[config.mk]
export PLATFORM = sky130hd
export DESIGN_NAME = vx_commit_arbiter_flat
export DESIGN_NICKNAME = d
export VERILOG_FILES = /design/src/rtl/vx_commit_arbiter_if.sv /design/src/rtl/vx_commit_arbiter.sv /design/src/flat_wrapper.sv
export SDC_FILE = /design/constraint.sdc
export NUM_CORES = 1
export LEC_CHECK = 0
export BUFFER_PORTS_ARGS = -buffer_cell sky130_fd_sc_hd__buf_2
export CAP_MARGIN = 20
export CORE_AREA = 4 4 429 431
export CTS_BUF_LIST = sky130_fd_sc_hd__clkbuf_8
export DETAILED_ROUTE_END_ITERATION = 7
export DIE_AREA = 0 0 433 435
export SKIP_LAST_GASP = 1
export SLEW_MARGIN = 20
export SYNTH_ARGS = -nofsm -noshare
export SYNTH_HDL_FRONTEND = slang
export SYNTH_SLANG_ARGS = --single-unit
[constraint.sdc]
create_clock -name clk -period 12 [get_ports clk]
set_input_delay 1.2 -clock clk [delete_from_list [all_inputs] [get_ports clk]]
set_output_delay 1.2 -clock clk [all_outputs]
set_load 0.02 [all_outputs]
[src/rtl/vx_commit_arbiter_if.sv]
// ---------------------------------------------------------------------------
// vx_commit_arbiter_if
// Commit and writeback bundle between the execute units and the issue stage.
//   commit_*    : one slot per source (0 ALU, 1 LSU, 2 CSR, 3 FPU, 4 GPU),
//                 valid/ready handshake, payload held by the source until ready.
//   writeback_* : single registered writeback, no back-pressure.
// Modports:
//   slave  : the commit arbiter (consumes commits, produces writeback)
//   master : the environment (execute units + issue stage)
// ---------------------------------------------------------------------------
interface vx_commit_arbiter_if #(
   parameter int NUM_REQS    = 5,
   parameter int NUM_THREADS = 4,
   parameter int NW_BITS     = 2
);
   logic [NUM_REQS-1:0]                        commit_valid;
   logic [NUM_REQS-1:0]                        commit_ready;
   logic [NUM_REQS-1:0][NW_BITS-1:0]           commit_wid;
   logic [NUM_REQS-1:0][NUM_THREADS-1:0]       commit_tmask;
   logic [NUM_REQS-1:0][31:0]                  commit_PC;
   logic [NUM_REQS-1:0]                        commit_wb;
   logic [NUM_REQS-1:0][4:0]                   commit_rd;
   logic [NUM_REQS-1:0][NUM_THREADS-1:0][31:0] commit_data;
   logic [NUM_REQS-1:0]                        commit_eop;

   logic                                       writeback_valid;
   logic [NW_BITS-1:0]                         writeback_wid;
   logic [NUM_THREADS-1:0]                     writeback_tmask;
   logic [31:0]                                writeback_PC;
   logic [4:0]                                 writeback_rd;
   logic [NUM_THREADS-1:0][31:0]               writeback_data;
   logic                                       writeback_eop;

   modport slave (
      input  commit_valid, commit_wid, commit_tmask, commit_PC, commit_wb,
             commit_rd, commit_data, commit_eop,
      output commit_ready,
      output writeback_valid, writeback_wid, writeback_tmask, writeback_PC,
             writeback_rd, writeback_data, writeback_eop
   );

   modport master (
      output commit_valid, commit_wid, commit_tmask, commit_PC, commit_wb,
             commit_rd, commit_data, commit_eop,
      input  commit_ready,
      input  writeback_valid, writeback_wid, writeback_tmask, writeback_PC,
             writeback_rd, writeback_data, writeback_eop
   );
endinterface

[src/rtl/vx_commit_arbiter.sv]
// ---------------------------------------------------------------------------
// vx_commit_arbiter
// Collects completed results from the execute units, grants one register-
// writing commit per cycle round-robin and drives a registered writeback into
// the issue stage. Commits that do not write a register are accepted at once.
// Ports:
//   clk, reset     : clock, asynchronous active-high reset
//   bus (slave)    : commit_* inputs / commit_ready, writeback_* outputs
//   perf_wb_stalls : cycles with more than one writeback candidate
// ---------------------------------------------------------------------------

// Per-source slot: candidate detection, ready, and a grant-masked payload so
// the top can merge all slots with a plain OR.
module vx_commit_slot #(
   parameter int PKT_W = 8
) (
   input  logic             valid,
   input  logic             wb,
   input  logic             grant,
   input  logic [PKT_W-1:0] pkt,
   output logic             cand,
   output logic             ready,
   output logic [PKT_W-1:0] pkt_sel
);
   assign cand    = valid & wb;
   assign ready   = ~wb | grant;
   assign pkt_sel = pkt & {PKT_W{grant}};
endmodule

module vx_commit_arbiter #(
   parameter int CORE_ID       = 0,
   parameter int NUM_REQS      = 5,
   parameter int NUM_THREADS   = 4,
   parameter int NW_BITS       = 2,
   parameter int PERF_CTR_BITS = 44
) (
   input  logic                     clk,
   input  logic                     reset,
   vx_commit_arbiter_if.slave       bus,
   output logic [PERF_CTR_BITS-1:0] perf_wb_stalls
);
   localparam int RR_W   = (NUM_REQS > 1) ? $clog2(NUM_REQS) : 1;
   localparam int STAGES = 1;
   localparam logic [RR_W-1:0] LAST = RR_W'(NUM_REQS - 1);

   if (NUM_REQS < 2 || CORE_ID < 0) begin : g_bad_param
      $error("vx_commit_arbiter: NUM_REQS must be >= 2 and CORE_ID >= 0");
   end

   typedef struct packed {
      logic [NW_BITS-1:0]           wid;
      logic [NUM_THREADS-1:0]       tmask;
      logic [31:0]                  pc;
      logic [4:0]                   rd;
      logic [NUM_THREADS-1:0][31:0] data;
      logic                         eop;
   } wb_pkt_t;

   localparam int PKT_W = $bits(wb_pkt_t);

   logic [RR_W-1:0]                rr_ptr;
   logic [RR_W-1:0]                rr_next;
   logic [NUM_REQS-1:0]            cand;
   logic [NUM_REQS-1:0]            grant;
   logic [RR_W-1:0]                grant_idx;
   logic                           grant_any;
   logic                           multi_cand;
   wb_pkt_t [NUM_REQS-1:0]         src_pkt;
   logic [NUM_REQS-1:0][PKT_W-1:0] sel_pkt;
   logic [PKT_W-1:0]               wb_next;
   wb_pkt_t                        wb_q;
   logic [STAGES:1]                vld_pipe;

   // ---- per-source slots -------------------------------------------------
   for (genvar i = 0; i < NUM_REQS; i++) begin : g_slot
      assign src_pkt[i].wid   = bus.commit_wid[i];
      assign src_pkt[i].tmask = bus.commit_tmask[i];
      assign src_pkt[i].pc    = bus.commit_PC[i];
      assign src_pkt[i].rd    = bus.commit_rd[i];
      assign src_pkt[i].data  = bus.commit_data[i];
      assign src_pkt[i].eop   = bus.commit_eop[i];

      vx_commit_slot #(.PKT_W(PKT_W)) u_slot (
         .valid   (bus.commit_valid[i]),
         .wb      (bus.commit_wb[i]),
         .grant   (grant[i]),
         .pkt     (src_pkt[i]),
         .cand    (cand[i]),
         .ready   (bus.commit_ready[i]),
         .pkt_sel (sel_pkt[i])
      );
   end

   // ---- round-robin search starting at rr_ptr ----------------------------
   // No grant while reset is high, so nothing is accepted that the cleared
   // register would then lose; ungranted sources simply retry afterwards.
   always_comb begin
      int idx;
      grant     = '0;
      grant_idx = '0;
      grant_any = 1'b0;
      idx       = 0;
      if (!reset) begin
         for (int k = 0; k < NUM_REQS; k++) begin
            idx = int'(rr_ptr) + k;
            if (idx >= NUM_REQS) idx = idx - NUM_REQS;
            if (!grant_any && cand[idx]) begin
               grant[idx] = 1'b1;
               grant_idx  = RR_W'(idx);
               grant_any  = 1'b1;
            end
         end
      end
   end

   assign rr_next = (grant_idx == LAST) ? '0 : grant_idx + 1'b1;

   // More than one candidate <=> clearing the lowest set bit leaves bits set.
   assign multi_cand = |(cand & (cand - 1'b1));

   // Grant is one-hot, so OR-merging the masked slot payloads is the mux.
   always_comb begin
      wb_next = '0;
      for (int i = 0; i < NUM_REQS; i++) wb_next = wb_next | sel_pkt[i];
   end

   // ---- state ------------------------------------------------------------
   always_ff @(posedge clk or posedge reset) begin
      if (reset) begin
         rr_ptr         <= '0;
         vld_pipe       <= '0;
         wb_q           <= '0;
         perf_wb_stalls <= '0;
      end else begin
         vld_pipe[1] <= grant_any;
         if (grant_any) begin
            rr_ptr <= rr_next;
            wb_q   <= wb_pkt_t'(wb_next);
         end
         if (multi_cand) perf_wb_stalls <= perf_wb_stalls + PERF_CTR_BITS'(1);
      end
   end

   // ---- writeback outputs ------------------------------------------------
   assign bus.writeback_valid = vld_pipe[STAGES];
   assign bus.writeback_wid   = wb_q.wid;
   assign bus.writeback_tmask = wb_q.tmask;
   assign bus.writeback_PC    = wb_q.pc;
   assign bus.writeback_rd    = wb_q.rd;
   assign bus.writeback_data  = wb_q.data;
   assign bus.writeback_eop   = wb_q.eop;
endmodule
[src/flat_wrapper.sv]
// flat-port wrapper written by rule: the top's interface ports become plain ports
module vx_commit_arbiter_flat 
#(
   parameter int CORE_ID       = 0,
   parameter int NUM_REQS      = 5,
   parameter int NUM_THREADS   = 4,
   parameter int NW_BITS       = 2,
   parameter int PERF_CTR_BITS = 44
)
  (clk, reset, perf_wb_stalls, bus_commit_valid, bus_commit_wid, bus_commit_tmask, bus_commit_PC, bus_commit_wb, bus_commit_rd, bus_commit_data, bus_commit_eop, bus_commit_ready, bus_writeback_valid, bus_writeback_wid, bus_writeback_tmask, bus_writeback_PC, bus_writeback_rd, bus_writeback_data, bus_writeback_eop);
  vx_commit_arbiter_if #(.NUM_REQS(NUM_REQS), .NUM_THREADS(NUM_THREADS), .NW_BITS(NW_BITS)) bus_i ();
  input  logic clk;
  input  logic reset;
  output logic [PERF_CTR_BITS-1:0] perf_wb_stalls;
  input wire logic [$bits(bus_i.commit_valid)-1:0] bus_commit_valid;
  input wire logic [$bits(bus_i.commit_wid)-1:0] bus_commit_wid;
  input wire logic [$bits(bus_i.commit_tmask)-1:0] bus_commit_tmask;
  input wire logic [$bits(bus_i.commit_PC)-1:0] bus_commit_PC;
  input wire logic [$bits(bus_i.commit_wb)-1:0] bus_commit_wb;
  input wire logic [$bits(bus_i.commit_rd)-1:0] bus_commit_rd;
  input wire logic [$bits(bus_i.commit_data)-1:0] bus_commit_data;
  input wire logic [$bits(bus_i.commit_eop)-1:0] bus_commit_eop;
  output wire logic [$bits(bus_i.commit_ready)-1:0] bus_commit_ready;
  output wire logic [$bits(bus_i.writeback_valid)-1:0] bus_writeback_valid;
  output wire logic [$bits(bus_i.writeback_wid)-1:0] bus_writeback_wid;
  output wire logic [$bits(bus_i.writeback_tmask)-1:0] bus_writeback_tmask;
  output wire logic [$bits(bus_i.writeback_PC)-1:0] bus_writeback_PC;
  output wire logic [$bits(bus_i.writeback_rd)-1:0] bus_writeback_rd;
  output wire logic [$bits(bus_i.writeback_data)-1:0] bus_writeback_data;
  output wire logic [$bits(bus_i.writeback_eop)-1:0] bus_writeback_eop;
  assign bus_i.commit_valid = bus_commit_valid;
  assign bus_i.commit_wid = bus_commit_wid;
  assign bus_i.commit_tmask = bus_commit_tmask;
  assign bus_i.commit_PC = bus_commit_PC;
  assign bus_i.commit_wb = bus_commit_wb;
  assign bus_i.commit_rd = bus_commit_rd;
  assign bus_i.commit_data = bus_commit_data;
  assign bus_i.commit_eop = bus_commit_eop;
  assign bus_commit_ready = bus_i.commit_ready;
  assign bus_writeback_valid = bus_i.writeback_valid;
  assign bus_writeback_wid = bus_i.writeback_wid;
  assign bus_writeback_tmask = bus_i.writeback_tmask;
  assign bus_writeback_PC = bus_i.writeback_PC;
  assign bus_writeback_rd = bus_i.writeback_rd;
  assign bus_writeback_data = bus_i.writeback_data;
  assign bus_writeback_eop = bus_i.writeback_eop;
  vx_commit_arbiter #(.CORE_ID(CORE_ID), .NUM_REQS(NUM_REQS), .NUM_THREADS(NUM_THREADS), .NW_BITS(NW_BITS), .PERF_CTR_BITS(PERF_CTR_BITS)) u_core (.clk(clk), .reset(reset), .bus(bus_i), .perf_wb_stalls(perf_wb_stalls));
endmodule
==> metrics, run 1 <==
highest routed layer met5; via count 26800; Routability Congestion 1.03; Ports 1094; Cell variety after synth 79; initial antenna violation count 97; warnings from Yosys 0; nets 4325; Post-CTS Hold Buffers 0; largest net degree at the start of global routing 155; Rows 156; Clock Sinks 220; Worst setup EP type output pin; Final Non-Filler Cells 5880; critical-path maximum fanout 29; Layout fillers 20600; Core ar. 180000 um^2; die area 188000 um^2; Chip Width 433 um; initial core utilization 10.4%; Synth area leaders dfrtp_1 29%, o21ai_0 8.5%, a21oi_1 7.0%; CTS tree built; I/O Buffers 1093; Reg2Reg Depth 12; WL met3 18900 um; worst hold path type register to register; Detailed Routing Iterations Pass 1 6; Worst VDD drop 0.378 mV; Synth Register Bits 220; Post-synth ARST share 100%; final worst path period need 7.61 ns; post-synthesis cell area 18800 um^2; placed cells 5748; drt total wl 166000 um; worst setup path category register to output pin; Primary FF master, synth dfrtp_1; Syn Inst Count 2515; f_max 131 MHz; Yosys top cell by area dfrtp_1; WHS Endpoint u_core.perf_wb_stalls[43]$_DFFE_PP0P_; chip height 435 um; post_cts resized 0; global route overflow 0; Root Driver clkbuf_8; postcts setup bufs 0; sequential share of the synthesized area 29.3%; Req. time, crit path 10.80 ns; TNS Setup 0 ns; Pwr per Cell Area 317 nW/um^2; commonest non-fill, non-tap cell in the layout buf_2; outcome finished, final reports clean; Met2 Wirelength 76900 um; hold path cells 1; H-tree Lvls 2; CP startpoint kind register; metal1 wirelength 63500 um; CTS Buffer Depth 3; wire per inst 28.3 um; share of layout cells above drive strength 1 36.3%; initial drt markers 3241; Hold Startpoint u_core.perf_wb_stalls[43]$_DFFE_PP0P_; critical path arrival 6.41 ns; Worst-Skew Late Latency 0.73 ns; number of global-route vias before repair 25100; synthesized net count 3410; Least-Margin Pin Slew 1.34 ns; RR Startpoint u_core.rr_ptr[1]$_DFFE_PP0P_; Mean Syn Cell Area 7.48 um^2; Worst slew margin 10.8%; final hold violation count 0; Synth top area share 29.3%; unrepaired setup endpoints after global routing false; most frequent cells in the layout 1093 x buf_2, 320 x o21ai_0, 307 x nand2_1, 263 x a21oi_1, 220 x dfrtp_1; CTS clk-pin slew, worst paths 0.06 ns; GRT Util Overall 16.5%; Setup violations, final 0; global-route wire length before repair 218000 um; maximum capacitance violations 0; Setup Skew 0.0339 ns; CTS buffer count 50; DR vias/cell 4.55; worst r2r dst u_core.bus.writeback_data[90]$_DFFE_PP0P_; DRC violations left 0; antenna viol nets, final 0; Max Slew Vio Count 0; reg2reg setup slack 4.93 ns; P_leak 0.0113 uW; Area Overhead vs Synth 47.2%; Final period util 63.4%; Final HPWL DP 132000 um; Post-synth EDFFs 0
## report_power, final
part	total [uW]	switching (uW)	internal [uW]
registers	1350	235	1120
logic	6460	4500	1950
clock network	968	449	519
total	8780	5190	3590
## worst max-delay path: stages (launching register included)
cell and delay (ns):
dfrtp_1 0.83, inv_1 0.44, ha_1 1.00, or3b_2 0.27, a211oi_1 0.05, or3b_1 0.42
or3b_1 0.44, a221o_1 0.42, or4_4 0.55, a31oi_4 0.85, nand2b_1 0.21, buf_2 0.17
## final cells by class
cell class,instances,area (um^2),share of cell area (%)
Clock buffer,64,881,3.18
Timing Repair Buffer,1146,5930,21.4
Tap cell,2370,2970,10.7
Multi-Input combinational cell,1993,12000,43.5
Sequential cell,220,5510,19.9
Clock inverter,24,163,0.587
Inverter,19,86.3,0.312
Antenna cell,44,110,0.398
## flip-flops by register name, indices dropped and copies added, names as in the netlist
signal and flops:
u_core.bus.writeback_data 128, u_core.perf_wb_stalls 44, u_core.bus.writeback_PC 32, u_core.bus.writeback_rd 5
u_core.bus.writeback_tmask 4, u_core.rr_ptr 3, u_core.bus.writeback_wid 2, u_core.bus.writeback_eop 1
u_core.bus.writeback_valid 1
## per-layer routing
metal	vias up	global-route usage, %
met5	-	0
met4	48	6.78
met3	317	6.50
met2	1666	26.5
met1	13200	19.6
li1	11500	-
## worst max path at each step
stage,startpoint,endpoint,slack [ns],cells past startpoint
2_1_floorplan,reset,u_core.bus.writeback_PC[0]$_DFFE_PP0P_,0.96,6
4_1_cts,u_core.rr_ptr[1]$_DFFE_PP0P_,bus_commit_ready[2],4.32,11
3_3_place_gp,u_core.rr_ptr[0]$_DFFE_PP0P_,u_core.bus.writeback_tmask[3]$_DFFE_PP0P_,4.86,13
5_1_grt,u_core.rr_ptr[1]$_DFFE_PP0P_,bus_commit_ready[3],4.07,13
3_5_place_dp,u_core.rr_ptr[1]$_DFFE_PP0P_,u_core.bus.writeback_data[110]$_DFFE_PP0P_,5.09,15
6_report,u_core.rr_ptr[1]$_DFFE_PP0P_,bus_commit_ready[2],4.39,11
## stage by stage
stage / hold WS, ns / total power (uW) / setup slack [ns] / instance area, um^2 / util [%]
2_1_floorplan: 0.578 / 5120 / 0.964 / 18800 / -
4_1_cts: 0.474 / 8880 / 4.32 / 27600 / 15.3
5_1_grt: 0.492 / 9380 / 4.07 / 27700 / 15.4
3_3_place_gp: 0.464 / 7810 / 4.86 / 26500 / 14.7
6_report: 0.482 / 8780 / 4.39 / 27700 / 15.4
3_5_place_dp: 0.464 / 7850 / 5.09 / 26500 / 14.7
## logic make-up (layout without fill, tap and decap cells)
kind of cell	Yosys count	count (layout)	synth area share, %
adders and majority gates	24	24	1.62
muxes	8	8	0.512
buffers and inverters	302	1253	7.72
DFF	220	220	29.3
other	0	44	0
and+or+nand+nor	699	699	17.6
AOI/OAI and AO/OA	1216	1216	41.1
xor gates and xnor gates	46	46	2.14
## Yosys cell counts, types with 13 or more instances
library cell and instances:
o22ai_1 71, nor2_1 192, a221o_1 68, a211oi_1 99, buf_4 14, o21ai_0 320
a21oi_1 264, inv_1 17, buf_6 21, and3_1 16, ha_1 22, nand2b_1 13
buf_2 54, xnor2_1 35, nor4b_1 68, a22oi_1 85, dfrtp_1 220, a32oi_1 99
o21ai_1 34, nand3_1 29, nand4_1 14, nand2_1 307, clkbuf_1 179, a31oi_1 108
No activity file was read; power rests on OpenSTA's default activity.
==> run 2: changes to the inputs <==
- clock period: 12 -> 7.5 ns (I/O delays scaled with it)
==> metrics, run 2 (synthesis gave the netlist of run 1 again) <==
Least-Margin Pin Slew 1.37 ns (+0.0289 ns); H-tree Lvls 2 (unchanged); Worst slew margin 7.58% (-3.2 points); CP startpoint kind register; worst hold path type input port to register; via count 27200 (+1.5%); drt total wl 173000 um (+4.3%); largest net degree at the start of global routing 130 (-16%); Worst setup EP type output pin; global route overflow 0 (unchanged); die area 188000 um^2 (unchanged); nets 4362 (+0.86%); Root Driver clkbuf_8; most frequent cells in the layout 1093 x buf_2, 319 x o21ai_0, 307 x nand2_1, 263 x a21oi_1, 220 x dfrtp_1; CP cell instances inv_1, ha_1, buf_4, nor4b_1, nor3_1, o221ai_1, a221o_1, or4_4, a31oi_4, nand2b_1, buf_2; Setup Skew 0.0494 ns (+0.0155 ns); CTS buffer count 54 (+8.0%); final hold violation count 0 (unchanged); CP delay by family, top compound AO/OA/AOI/OAI gates; Worst VDD drop 0.322 mV (-15%); share of layout cells above drive strength 1 37.1% (+0.76 points); Rows 156 (unchanged); postcts setup bufs 0 (unchanged); Largest stage delay, worst path 0.81 ns (-0.19 ns); critical path arrival 6.13 ns (-0.28 ns); initial drt markers 3422 (+5.6%); Ports 1094 (unchanged); max reg flops 128 (unchanged); DRC violations left 0 (unchanged); Routability Congestion 0.977 (-5.5%); Pwr per Cell Area 526 nW/um^2 (+66%); Detailed Routing Iterations Pass 1 6 (unchanged); initial core utilization 10.4% (unchanged); GRT Util Overall 17.2% (+0.65 points); critical-path maximum fanout 21 (-28%); CTS clk-pin slew, worst paths 0.05 ns (about the same); CP max stage cell dfrtp_1; worst setup path category register to output pin; Final period util 91.8%; Chip Width 433 um (unchanged); wire per inst 29.3 um (+3.5%); TNS Setup 0 ns (unchanged); Clock Sinks 220 (unchanged); CP Buf/Inv Count 3 (+1); global-route wire length before repair 225000 um (+3.3%); Area Overhead vs Synth 49.2%; f_max 145 MHz; final worst path period need 6.88 ns; maximum capacitance violations 0 (unchanged); P_leak 0.0115 uW (+1.8%); Post-CTS Hold Buffers 0 (unchanged); CTS tree built; chip height 435 um (unchanged); antenna viol nets, final 0 (unchanged); DR vias/cell 4.59 (+0.75%); Req. time, crit path 6.75 ns (-4.05 ns); number of global-route vias before repair 25400 (+1.1%); Setup violations, final 0 (unchanged); I/O Buffers 1093 (unchanged); outcome finished, final reports clean; Worst-Skew Late Latency 0.76 ns (+0.03 ns); Core ar. 180000 um^2 (unchanged); initial antenna violation count 73 (-25%); unrepaired setup endpoints after global routing false; post_cts resized 0 (unchanged); commonest non-fill, non-tap cell in the layout buf_2; CTS Buffer Depth 3 (unchanged); Post-DP Area 26800 um^2 (+1.1%); fin area 28100 um^2 (+1.3%); Final HPWL DP 138000 um (+4.8%); Max Slew Vio Count 0 (unchanged)
-- run 2: cell types whose count changed in the layout (fill, tap and decap cells not counted), moves of 2 or more --
cell / change
clkinv_2: +5
buf_12: +4
clkbuf_8: +2
buf_4: +29
diode_2: +3
-- run 2: final cells by class --
type | instances | area, um^2
well taps | 2370 | 2970
inverters | 19 | 86.3
repair buffers | 1179 | 6230
multi-input cells | 1993 | 12000
diodes | 47 | 118
flip-flops and latches | 220 | 5510
clock inverters | 29 | 213
clock buffers | 66 | 908
fillers | 20700 | 152000
-- run 2: worst reg2reg max path, cell delays in order (launching register included) --
cell	delay, ns
dfrtp_1	0.81
inv_1	0.39
ha_1	0.75
buf_4	0.31
nor2b_1	0.13
a21o_1	0.17
ha_1	0.27
nand2b_1	0.07
o21ai_0	0.09
o211ai_1	0.31
nor4_1	0.17
a311oi_4	0.51
buf_12	0.36
buf_4	0.62
buf_4	0.38
a21oi_1	0.11
a211oi_1	0.89
a31oi_1	0.19
-- run 2: worst paths after layout --
path | start | end | slack, ns | cells after the start
max in group asynchronous | reset | u_core.bus.writeback_PC[29]$_DFFE_PP0P_ | 5.61 | 4
min | bus_commit_PC[150] | u_core.bus.writeback_PC[22]$_DFFE_PP0P_ | 0.22 | 3
max reg2reg | u_core.rr_ptr[1]$_DFFE_PP0P_ | u_core.bus.writeback_PC[24]$_DFFE_PP0P_ | 0.78 | 17
max | u_core.rr_ptr[1]$_DFFE_PP0P_ | bus_commit_ready[2] | 0.62 | 11
min in group asynchronous | reset | u_core.bus.writeback_rd[3]$_DFFE_PP0P_ | 0.40 | 3
min reg2reg | u_core.perf_wb_stalls[43]$_DFFE_PP0P_ | u_core.perf_wb_stalls[43]$_DFFE_PP0P_ | 0.47 | 1
-- run 2: power by group --
group | internal [uW] | switching [uW]
clock network | 892 | 762
logic | 3290 | 7620
registers | 1790 | 411
total | 5970 | 8790
-- run 2: through the flow --
step / instances / power (uW) / setup slack (ns) / hold WS (ns) / util (%)
floorplan: 2515 / 8200 / 1.51 / 0.578 / -
global placement: 5779 / 13100 / 1.18 / 0.456 / 14.9
detailed placement: 5781 / 13100 / 1.19 / 0.467 / 14.9
CTS: 5876 / 14900 / 0.533 / 0.100 / 15.5
global route: 5910 / 15700 / 0.177 / 0.133 / 15.6
finish: 5923 / 14800 / 0.616 / 0.223 / 15.6
-- run 2: routing by layer --
metal  up-vias  GRT usage [%]  share of wire, %
li1      11600              -                 -
met4        38           5.10               3.1
met5         -              0              0.14
met3       294           6.26                11
met1     13400           21.2                39
met2      1789           27.9                47
